$ cat src/rtl/flag_pkg.sv
// Shared definitions for the flag consumer: flag bit positions, condition codes,
// trap causes and the condition-unit FSM state.
package flag_pkg;

  localparam int FLAG_Z = 0;
  localparam int FLAG_C = 1;
  localparam int FLAG_V = 2;
  localparam int FLAG_W = 3;
  localparam int FLAG_S = 4;

  typedef enum logic [3:0] {
    CC_AL  = 4'd0,
    CC_EQ  = 4'd1,
    CC_NE  = 4'd2,
    CC_CS  = 4'd3,
    CC_CC  = 4'd4,
    CC_VS  = 4'd5,
    CC_VC  = 4'd6,
    CC_MI  = 4'd7,
    CC_PL  = 4'd8,
    CC_LT  = 4'd9,
    CC_GE  = 4'd10,
    CC_GT  = 4'd11,
    CC_LE  = 4'd12,
    CC_WS  = 4'd13,
    CC_NV  = 4'd14,
    CC_ILL = 4'd15
  } cond_code_e;

  typedef enum logic [1:0] {
    TC_NONE    = 2'd0,
    TC_ILLEGAL = 2'd1,
    TC_OVF     = 2'd2
  } trap_cause_e;

  typedef enum logic [1:0] {
    ST_IDLE = 2'd0,
    ST_RESP = 2'd1,
    ST_TRAP = 2'd2
  } state_e;

endpackage

$ cat src/rtl/flag_cond_eval.sv
// Combinational condition evaluator: maps latched flags and a condition code
// to taken/illegal. Zero latency, no handshake.
module flag_cond_eval
  import flag_pkg::*;
(
  input  logic [4:0] flags,
  input  logic [3:0] code,
  output logic       taken,
  output logic       illegal
);

  logic z, c, v, w, s, lt;

  assign z  = flags[FLAG_Z];
  assign c  = flags[FLAG_C];
  assign v  = flags[FLAG_V];
  assign w  = flags[FLAG_W];
  assign s  = flags[FLAG_S];
  assign lt = s ^ v;

  always_comb begin
    taken   = 1'b0;
    illegal = 1'b0;
    case (code)
      CC_AL:   taken = 1'b1;
      CC_EQ:   taken = z;
      CC_NE:   taken = !z;
      CC_CS:   taken = c;
      CC_CC:   taken = !c;
      CC_VS:   taken = v;
      CC_VC:   taken = !v;
      CC_MI:   taken = s;
      CC_PL:   taken = !s;
      CC_LT:   taken = lt;
      CC_GE:   taken = !lt;
      CC_GT:   taken = !z && !lt;
      CC_LE:   taken = z || lt;
      CC_WS:   taken = w;
      CC_NV:   taken = 1'b0;
      default: illegal = 1'b1;
    endcase
  end

endmodule

$ cat src/rtl/flag_cond_unit.sv
// Flag-word consumer: evaluates a condition code on flags sampled at accept,
// returns the result one cycle later over valid/ready and raises traps.
// Define FLAG_TRAP_OVF_EN to also trap (cause 2) on a latched overflow flag.
module flag_cond_unit
  import flag_pkg::*;
#(
  parameter int CNT_W        = 16,
  parameter int TRAP_CAUSE_W = 2
) (
  input  logic                    clk,
  input  logic                    rst,
  input  logic [31:0]             flag,
  input  logic                    cond_valid,
  output logic                    cond_ready,
  input  logic [3:0]              cond_code,
  output logic                    res_valid,
  input  logic                    res_ready,
  output logic                    res_taken,
  output logic                    trap_req,
  output logic [TRAP_CAUSE_W-1:0] trap_cause,
  input  logic                    trap_ack,
  output logic [CNT_W-1:0]        eval_cnt
);

  state_e      state_q, state_d;
  logic [4:0]  flags_q;
  logic [3:0]  code_q;
  logic        taken_w, illegal_w, ovf_trap;
  trap_cause_e pend_cause;
  logic        flag_unused;

  assign flag_unused = ^flag[31:5];

  flag_cond_eval u_eval (
    .flags   (flags_q),
    .code    (code_q),
    .taken   (taken_w),
    .illegal (illegal_w)
  );

`ifdef FLAG_TRAP_OVF_EN
  assign ovf_trap = flags_q[FLAG_V];
`else
  assign ovf_trap = 1'b0;
`endif

  // Illegal code wins over overflow; only one cause per evaluation.
  always_comb begin
    pend_cause = TC_NONE;
    if (illegal_w)     pend_cause = TC_ILLEGAL;
    else if (ovf_trap) pend_cause = TC_OVF;
  end

  always_ff @(posedge clk or posedge rst) begin
    if (rst) begin
      state_q <= ST_IDLE;
      flags_q <= '0;
      code_q  <= '0;
    end else begin
      state_q <= state_d;
      if (state_q == ST_IDLE && cond_valid) begin
        flags_q <= flag[4:0];
        code_q  <= cond_code;
      end
    end
  end

  always_comb begin
    state_d = state_q;
    case (state_q)
      ST_IDLE: if (cond_valid) state_d = ST_RESP;
      ST_RESP: if (res_ready)  state_d = (pend_cause != TC_NONE) ? ST_TRAP : ST_IDLE;
      ST_TRAP: if (trap_ack)   state_d = ST_IDLE;
      default:                 state_d = ST_IDLE;
    endcase
  end

  always_comb begin
    cond_ready = 1'b0;
    res_valid  = 1'b0;
    res_taken  = 1'b0;
    trap_req   = 1'b0;
    trap_cause = '0;
    case (state_q)
      ST_IDLE: cond_ready = 1'b1;
      ST_RESP: begin
        res_valid = 1'b1;
        res_taken = taken_w;
      end
      ST_TRAP: begin
        trap_req   = 1'b1;
        trap_cause = TRAP_CAUSE_W'(pend_cause);
      end
      default: ;
    endcase
  end

  always_ff @(posedge clk or posedge rst) begin
    if (rst) begin
      eval_cnt <= '0;
    end else if (state_q == ST_RESP && res_ready && eval_cnt != '1) begin
      eval_cnt <= eval_cnt + 1'b1;
    end
  end

endmodule

$ cat config.mk
export PLATFORM = sky130hd
export DESIGN_NAME = flag_cond_unit
export DESIGN_NICKNAME = d
export VERILOG_FILES = /design/src/rtl/flag_pkg.sv /design/src/rtl/flag_cond_eval.sv /design/src/rtl/flag_cond_unit.sv
export SDC_FILE = /design/constraint.sdc
export NUM_CORES = 1
export LEC_CHECK = 0
export ABC_AREA = 1
export BUFFER_PORTS_ARGS = -buffer_cell sky130_fd_sc_hd__buf_2
export CORE_ASPECT_RATIO = 0.75
export CORE_MARGIN = 4
export CORE_UTILIZATION = 30
export CTS_BUF_LIST = sky130_fd_sc_hd__clkbuf_16
export DETAILED_ROUTE_END_ITERATION = 8
export SYNTH_ARGS = -nofsm -noshare
export SYNTH_HDL_FRONTEND = slang
export SYNTH_SLANG_ARGS = --single-unit
$ cat constraint.sdc
create_clock -name clk -period 1.7 [get_ports clk]
set_input_delay 0.17 -clock clk [delete_from_list [all_inputs] [get_ports clk]]
set_output_delay 0.17 -clock clk [all_outputs]
set_load 0.01 [all_outputs]
======== After elaboration in Yosys (flattened, before gate mapping) ========
Index checks and enable logic that the tools add are counted.
word-level totals
  memories kept ........................... 0
  bits of input ports ..................... 41
  logic and storage cells ................. 53
  output and inout port bits .............. 22
  memory bits (read-only) ................. 0
  register bits after elaboration ......... 27
  RAM bits ................................ 0
  latch bits .............................. 0
cells by class
  add/sub/neg operators ................... 1
  multiply operators ...................... 0
  multiplexer cells ....................... 12
  order comparisons ....................... 0
  equality and inequality tests ........... 20
  div/mod/pow operators ................... 0
  bitwise operators ....................... 1
  shift-type cells ........................ 0
  reductions and logical operators ........ 15
operators with widths
  kind                     count
  $eq A4 B4 Y1 const B     7
  $add A16 B1 Y16 const B  1
  $eq A4 B3 Y1 const B     4
  $ne A16 B16 Y1 const B   1
  $reduce_or A15 Y1        1
  $pmux W1 S14             1
  $mux W2                  5
  $eq A4 B2 Y1 const B     2
  $ne A2 B2 Y1 const B     3
  $pmux W2 S3              1
  $logic_not A1 Y1         5
  $mux W1                  5
  $eq A4 B1 Y1 const B     1
  $logic_and A1 B1 Y1      4
  $logic_not A4 Y1         1
  $reduce_and A3 Y1        1
  $eq A2 B1 Y1 const B     1
  $eq A2 B2 Y1 const B     1
  $logic_not A2 Y1         1
  $reduce_bool A2 Y1       1
  $logic_or A1 B1 Y1       1
  $xor A1 B1 Y1            1

======== Logic depth before layout (Yosys ltp) ========
Gate-level depths: netlist (run 1).
  word-level depth ........................ 7
  depth in mapped cells ................... 10
  gate-level depth less buffers ........... 9

======== By module ========
Synthesis (run 1) repeated with hierarchy kept, for this count alone.
second synthesis, totals
  cell total of the unflattened synthesis .. 227
  area, all modules ....................... 1654.1 µm²
by module, submodules not included
  module          instances  area each (µm²)  cells an instance  sequential area each (µm²)
  flag_cond_unit  1          1436.4           176                675.6
  flag_cond_eval  1          217.7            51                 0.0

======== Least setup slack after synthesis (run 1) ========
No wires, ideal clock.
  path type ............................... reg2reg
  start point ............................. reg eval_cnt[0]
  end point ............................... reg eval_cnt[14]
  cell stages (with the launch flop) ...... 10
  clock period less this slack ............ 1.555 ns
  data required time ...................... 1.584 ns
  buffers on the path ..................... 1
  setup time .............................. 0.116 ns
  slack ................................... 0.145 ns
  data arrival time ....................... 1.439 ns
  cells stage by stage .................... dfrtp_1 ha_1 nand3_4 nor2_4 nand3_2 nand2_4 inv_4 buf_6 nand2_1 nand2_1
on the way
  word-level cells in the longest chain between the ends .. 2
  elaborated cells on any way between the ends .. 3
  those cells by class .................... 1 x add/sub; 1 x eq/ne; 1 x reduce/logical
ends and longest elaborated chain
  item                                                     line                   source
  from (decl)                                              flag_cond_unit.sv:22   output logic [CNT_W-1:0] eval_cnt
  from (signal assigned)                                   flag_cond_unit.sv:102  eval_cnt <= eval_cnt + 1'b1;
  branches (longest 2 deep; another with $add A16 B1 Y16)  n/a
Several ways; the timed one is not identified.
A chain may end at the register's enable or synchronous reset.

======== Worst setup path after layout (run 1) ========
  start point ............................. reg code_q[0]
  end point ............................... out res_taken
on the way
  word-level cells in the longest chain between the ends .. 3
  elaborated cells on any way between the ends .. 16
  those cells by class .................... 13 x eq/ne; 2 x mux; 1 x reduce/logical
ends and longest elaborated chain
  item                                  line                  source
  from (decl)                           flag_cond_unit.sv:27  logic [3:0] code_q;
  from (signal assigned)                flag_cond_unit.sv:63  code_q <= cond_code;
  $eq A4 B4 Y1 (tied with other cells)  flag_cond_eval.sv:24  case (code)
  $pmux W1 S14 (*)                      flag_cond_eval.sv:24
  $mux W1 (*)                           flag_cond_unit.sv:84  case (state_q)
  to (decl)                             flag_cond_unit.sv:18  output logic res_taken,
Mark *: on every way between the ends. The rest lies on a longest branch, timed or not.

==> summary.txt, run 1 <==
Pwr per Cell Area: 1280 mW/mm^2
Clock Sinks: 27
Max Transition Viols Final: 0
Avg Inst Size Synth: 6.97 um^2
Final Net Count: 326
GR Overflow Total: 0
Cell Rows: 23
most common cell in the synthesized netlist: nand2_1
crit path DAT: 1430 ps
Worst Hold End: state_q[1]
H-tree Lvls: 1
Clock Skew: 3.59 ps
worst slew pin tran: 499 ps
Layout area overhead: 26.5%
Commonest cells post-synth: nand2_1, nor2_1, inv_1
Worst path max stage delay: 450 ps
Worst Path Required: 1530 ps
Placer Congestion: 0.817
CTS tree: built
share of layout cells above drive strength 1: 0.233
relative max-transition margin: 0.667
maximum root-to-sink buffer count: 2
dpl ws: 168 ps
Worst-path clk slew: 70 ps
synthesized cell area: 0.00166 mm^2
worst r2r src: eval_cnt[1]
die width: 93.9 um
Synth Flop Type: dfrtp_1
period utilization: 0.943
Seq. cell area: 678 um^2
CTS root buffer: clkbuf_16
Post-DP Area: 0.00195 mm^2
Ports: 63
antenna violations before repair: 0
r2r worst-path depth: 8
top post-synthesis cells by area: dfrtp_1, nand2_1, nor2_1
chip height: 72.4 um
ys async rst share: 1.00
first-pass GRT wire length: 6770 um
number of synthesized flops with an enable pin: 0
Startpoint Class: flip-flop
RSZ-0062 raised after global routing: true
Core Footprint: 0.00535 mm^2
WL/cell: 10.9 um
Design Power: 2680 uW
Hold Crit Start: trap_ack
cells along the critical path: buf_4 -> nand2_1 -> nand2_1 -> nand2_1 -> nand2_1 -> nand3_1 -> nor2_1 -> a21oi_1 -> buf_2
vias per cell: 4.31
Iteration-0 DRC Markers: 90
CTS buffer count: 3
final std cell area, no fill: 0.00210 mm^2
Yosys warnings: 0
DRT antenna net count: 0
Crit path max-delay family: flip-flops
Initial DRT Pass Iterations: 4
Reg2Reg Setup Slack: 210 ps
Pleak: 0.00112 uW
Hold Path Stages: 2
Worst R2R End: eval_cnt[9]
pin count of the biggest net entering global routing: 28
setup TNS: 0 ps
Die Area: 0.00680 mm^2
Critical Path Fanout Max: 6
min Tclk post-route: 1600 ps
total number of vias: 1542
Peak VDD IR: 462 uV
status: complete, no violations
Final Setup Violations: 0
port buffer count: 34
worst min path class: primary input to flip-flop
vias in the first global route: 1403
critical path capture point type: output port
syn_nets: 280
Final HPWL DP: 2980 um
DRC Markers: 0
fillers: 590
overall routing resource usage: 0.122
Synth top area share: 0.407
Synth area leader: dfrtp_1
synthesized netlist cell count: 238
sequential fraction of the synthesis area: 0.407
Critical Path Most Common Cell: nand2_1
worst skew pair latency: 260 ps
worst setup path category: flip-flop to output port
Min Hold Slack: 94.0 ps
Max Clk Rate: 0.624 GHz
Final Hold Violating Endpoints: 0
# diodes: 0
Max Cap Viol: 0
Buf+Inv Stages, Crit Path: 2
count of cell types in the netlist: 27
area of the multi-input gates: 846 um^2
Initial Utilization: 0.310
number of synthesized register bits: 27
Setup WS post-layout: 96.2 ps
WL final: 3910 um
critical path's slowest cell: dfrtp_2
worst max path at each step:
stage | depth (start not counted) | to | slack [ps] | from
2_1_floorplan | 9 | eval_cnt[14] | 140 | eval_cnt[0]
3_3_place_gp | 8 | eval_cnt[14] | 180 | eval_cnt[1]
3_5_place_dp | 8 | eval_cnt[9] | 170 | eval_cnt[1]
4_1_cts | 8 | res_taken | 40 | code_q[1]
5_1_grt | 8 | res_taken | -40 | code_q[1]
6_report | 9 | res_taken | 100 | code_q[0]
kinds of logic (layout without fill, tap and decap cells):
kind of cell    count (synthesis)  after routing  share of synthesized area
fa+ha+maj                       1              1                    0.00754
buf+inv                        35             80                     0.0935
xor+xnor                       10             10                     0.0528
compound gates                 16             16                     0.0505
simple gates                  147            147                      0.379
other cells                     1              1                    0.00226
flops                          27             27                      0.407
mux                             1              1                    0.00679
worst register-to-register path: cells and delay by family, from the launching register on:
family / cells / cell delay [ps]
buffers and inverters: 1 / 100
and+or+nand+nor: 6 / 620
DFF: 1 / 410
adders and majority gates: 1 / 250
metrics by stage:
stage / utilization / instances
floorplan: - / 238
global placement: 0.365 / 349
detailed placement: 0.365 / 349
CTS: 0.381 / 354
global route: 0.392 / 358
finish: 0.392 / 358
power by group:
group	switching [uW]	internal, uW
Combinational	638	479
Clock	219	315
Sequential	208	817
final cells by class:
cell class / instances / share of cell area
multi-input combinational: 176 / 0.403
sequential: 27 / 0.323
timing repair buffer: 47 / 0.138
inverter: 29 / 0.0531
tap: 75 / 0.0447
clock buffer: 3 / 0.0358
clock inverter: 1 / 0.00179
metal layers:
metal | vias up | GRT usage | part of all wire
li1 | 826 | - | -
met4 | 0 | 0.0240 | 0.0082
met1 | 695 | 0.176 | 0.52
met5 | - | 0 | 0
met2 | 19 | 0.192 | 0.44
met3 | 2 | 0.0238 | 0.033
repair_timing:
action	4_1_cts	5_1_grt
hold endpoints to repair	27	0
hold buffers	1	0
endpoints found under the setup margin	1	2
gates cloned	0	0
resized for setup	1	12
buffers inserted	0	4
cell usage in the layout (no fill, tap or decap):
cell type	Yosys	layout
nand2_1	90	88
buf_2	2	34
inv_1	28	28
nor2_1	29	27
dfrtp_1	27	25
nand3_1	15	15
a21oi_1	9	9
buf_4	1	9
xnor2_1	8	8
o21ai_0	6	6
nand4_1	3	3
nor2_2	1	3
clkbuf_16	0	3
nor3_1	3	2
nor3_2	1	2
nand2_2	0	2
xor2_1	2	2
dfrtp_2	0	2
buf_6	2	2
nand3_4	1	1
nor2_4	1	1
nand3_2	1	1
nand2_4	1	1
inv_4	1	1
inv_2	0	1
mux2_2	1	1
o32ai_1	1	1
nand3b_1	1	1
ha_2	0	1
conb_1	1	1
dlygate4sd3_1	0	1
buf_12	0	1
registers in the layout, summed over array words and instances (netlist names):
signal	cells
eval_cnt	16
flags_q	5
code_q	4
state_q	2
Power figures use the tool's default switching activity.
==> run 2: changes to the inputs <==
Settings changed: CORE_UTILIZATION 30 to 45, PLACE_DENSITY from default to 0.74.
==> summary.txt, run 2 (synthesis results as in run 1) <==
status: complete, no violations
Ports: 63 (unchanged)
Critical Path Fanout Max: 6 (unchanged)
combinational power share: 0.455 (+0.038)
largest registers: eval_cnt x16, flags_q x5, code_q x4
utilization after layout: 0.618 (+0.226)
Final Hold Violating Endpoints: 0 (unchanged)
CTS tree: built
Max Clk Rate: 0.614 GHz (-1.5%)
Hold Path Stages: 2 (unchanged)
maximum root-to-sink buffer count: 2 (unchanged)
max FFs per register: 16 (unchanged)
most frequent cells in the layout: nand2_1, buf_2, inv_1
vias in the first global route: 1417 (+1.0%)
most common cell after layout, fill and taps aside: nand2_1
CTS root buffer: clkbuf_16
Initial DRT Pass Iterations: 4 (unchanged)
Pleak: 0.00113 uW (+1.3%)
min Tclk post-route: 1630 ps (+24.1 ps)
port buffer count: 34 (unchanged)
Cell Rows: 18 (-22%)
# diodes: 0 (unchanged)
Final Net Count: 328 (+0.61%)
Layout area overhead: 27.5%
vias per cell: 4.80 (+12%)
Iteration-0 DRC Markers: 106 (+18%)
Hold Crit Start: trap_ack
RSZ-0062 raised after global routing: true
worst skew pair latency: 250 ps (about the same)
Worst Hold End: state_q[1]
Core Footprint: 0.00342 mm^2 (-36%)
Startpoint Class: flip-flop
Setup WS post-layout: 72.1 ps (-24.1 ps)
Sw Share: 0.406 (+0.00749)
worst min path class: primary input to flip-flop
Max Transition Viols Final: 0 (unchanged)
Worst-path clk slew: 60 ps (about the same)
fillers: 321 (-46%)
overall routing resource usage: 0.169 (+0.0466)
Final HPWL DP: 2780 um (-6.6%)
GR Overflow Total: 0 (unchanged)
DRT antenna net count: 0 (unchanged)
period utilization: 0.958 (+0.0142)
worst setup path category: flip-flop to output port
WL/cell: 11.6 um (+6.6%)
r2r worst-path depth: 8 (unchanged)
Die Area: 0.00473 mm^2 (-30%)
Final Setup Violations: 0 (unchanged)
Worst R2R End: eval_cnt[2]
WL final: 3900 um (-0.28%)
Peak VDD IR: 944 uV (+100%)
worst r2r src: eval_cnt[0]
die width: 78.1 um (-17%)
dpl ws: 209 ps (+41.1 ps)
Sw Pwr: 1150 uW (+7.8%)
share of layout cells above drive strength 1: 0.253 (+0.0194)
Reg power frac: 0.363 (-0.020)
Pwr per Cell Area: 1340 mW/mm^2 (+5.0%)
Reg2Reg Setup Slack: 200 ps (about the same)
H-tree Lvls: 1 (unchanged)
Most flops, register: eval_cnt
total number of vias: 1609 (+4.3%)
crit path DAT: 1460 ps (+30 ps)
Worst Path Required: 1530 ps (about the same)
DRC Markers: 0 (unchanged)
Max Cap Viol: 0 (unchanged)
pin count of the biggest net entering global routing: 28 (unchanged)
antenna violations before repair: 0 (unchanged)
Initial Utilization: 0.485 (+0.175)
clock group share of total power: 0.182 (-0.017)
Clock Skew: 3.78 ps (+0.188 ps)
CTS buffer count: 3 (unchanged)
chip height: 60.6 um (-16%)
Clock Sinks: 27 (unchanged)
critical path capture point type: output port
P_int: 1680 uW (+4.5%)
Placer Congestion: 0.840 (+2.8%)
first-pass GRT wire length: 6350 um (-6.1%)
==> run 2: area by class of cell <==
class | instances | area, um^2 | share of cell area
multi-input cells | 176 | 867 | 0.410
well taps | 50 | 62.6 | 0.0296
repair buffers | 49 | 313 | 0.148
inverters | 29 | 114 | 0.0538
clock buffers | 3 | 75.1 | 0.0355
clock inverters | 1 | 3.75 | 0.00178
flip-flops and latches | 27 | 679 | 0.321
==> run 2: per-layer routing <==
metal / track usage / part of all wire
met5: 0 / 0
met4: 0.0249 / 0.0082
met3: 0.0371 / 0.060
met2: 0.267 / 0.44
met1: 0.246 / 0.50
==> run 2: what timing repair did <==
action,CTS,global route
buffers inserted,0,5
hold buffers,1,0
pin swaps,0,7
endpoints found under the hold margin,27,0
endpoints found under the setup margin,1,1
resized for setup,1,23
==> run 2: critical path: stages, from the launching register on <==
cell and delay [ps]:
dfrtp_2 490, buf_6 150, nand3_1 70, nand2_1 60
nand2_1 50, nand2_1 50, nor2_1 120, a21oi_1 80
buf_2 140
==> run 2: worst max path at each step <==
stage	endpoint	startpoint	slack (ps)
2_1_floorplan	eval_cnt[14]	eval_cnt[0]	140
3_3_place_gp	res_taken	code_q[0]	230
3_5_place_dp	eval_cnt[11]	eval_cnt[0]	210
4_1_cts	res_taken	code_q[1]	40
5_1_grt	res_taken	code_q[0]	-80
6_report	res_taken	code_q[0]	70
==> run 2: power groups by stage <==
stage               Sequential (uW)  Combinational [uW]  Clock [uW]
finish                         1030                1290         514
global route                   1050                1450         560
CTS                            1020                1040         537
detailed placement             1030                1020           0
global placement               1020                1000           0
floorplan                       986                 726           0
==> run 2: stage by stage <==
stage | total power [uW] | instances | hold WS, ps | cell area [um^2] | TNS [ps]
finish | 2830 | 335 | 99.0 | 2110 | 0
global route | 3060 | 335 | 107 | 2110 | -84.9
CTS | 2590 | 330 | 91.1 | 2020 | 0
detailed placement | 2050 | 325 | 249 | 1930 | 0
global placement | 2020 | 325 | 250 | 1930 | 0
floorplan | 1710 | 238 | 223 | 1660 | 0
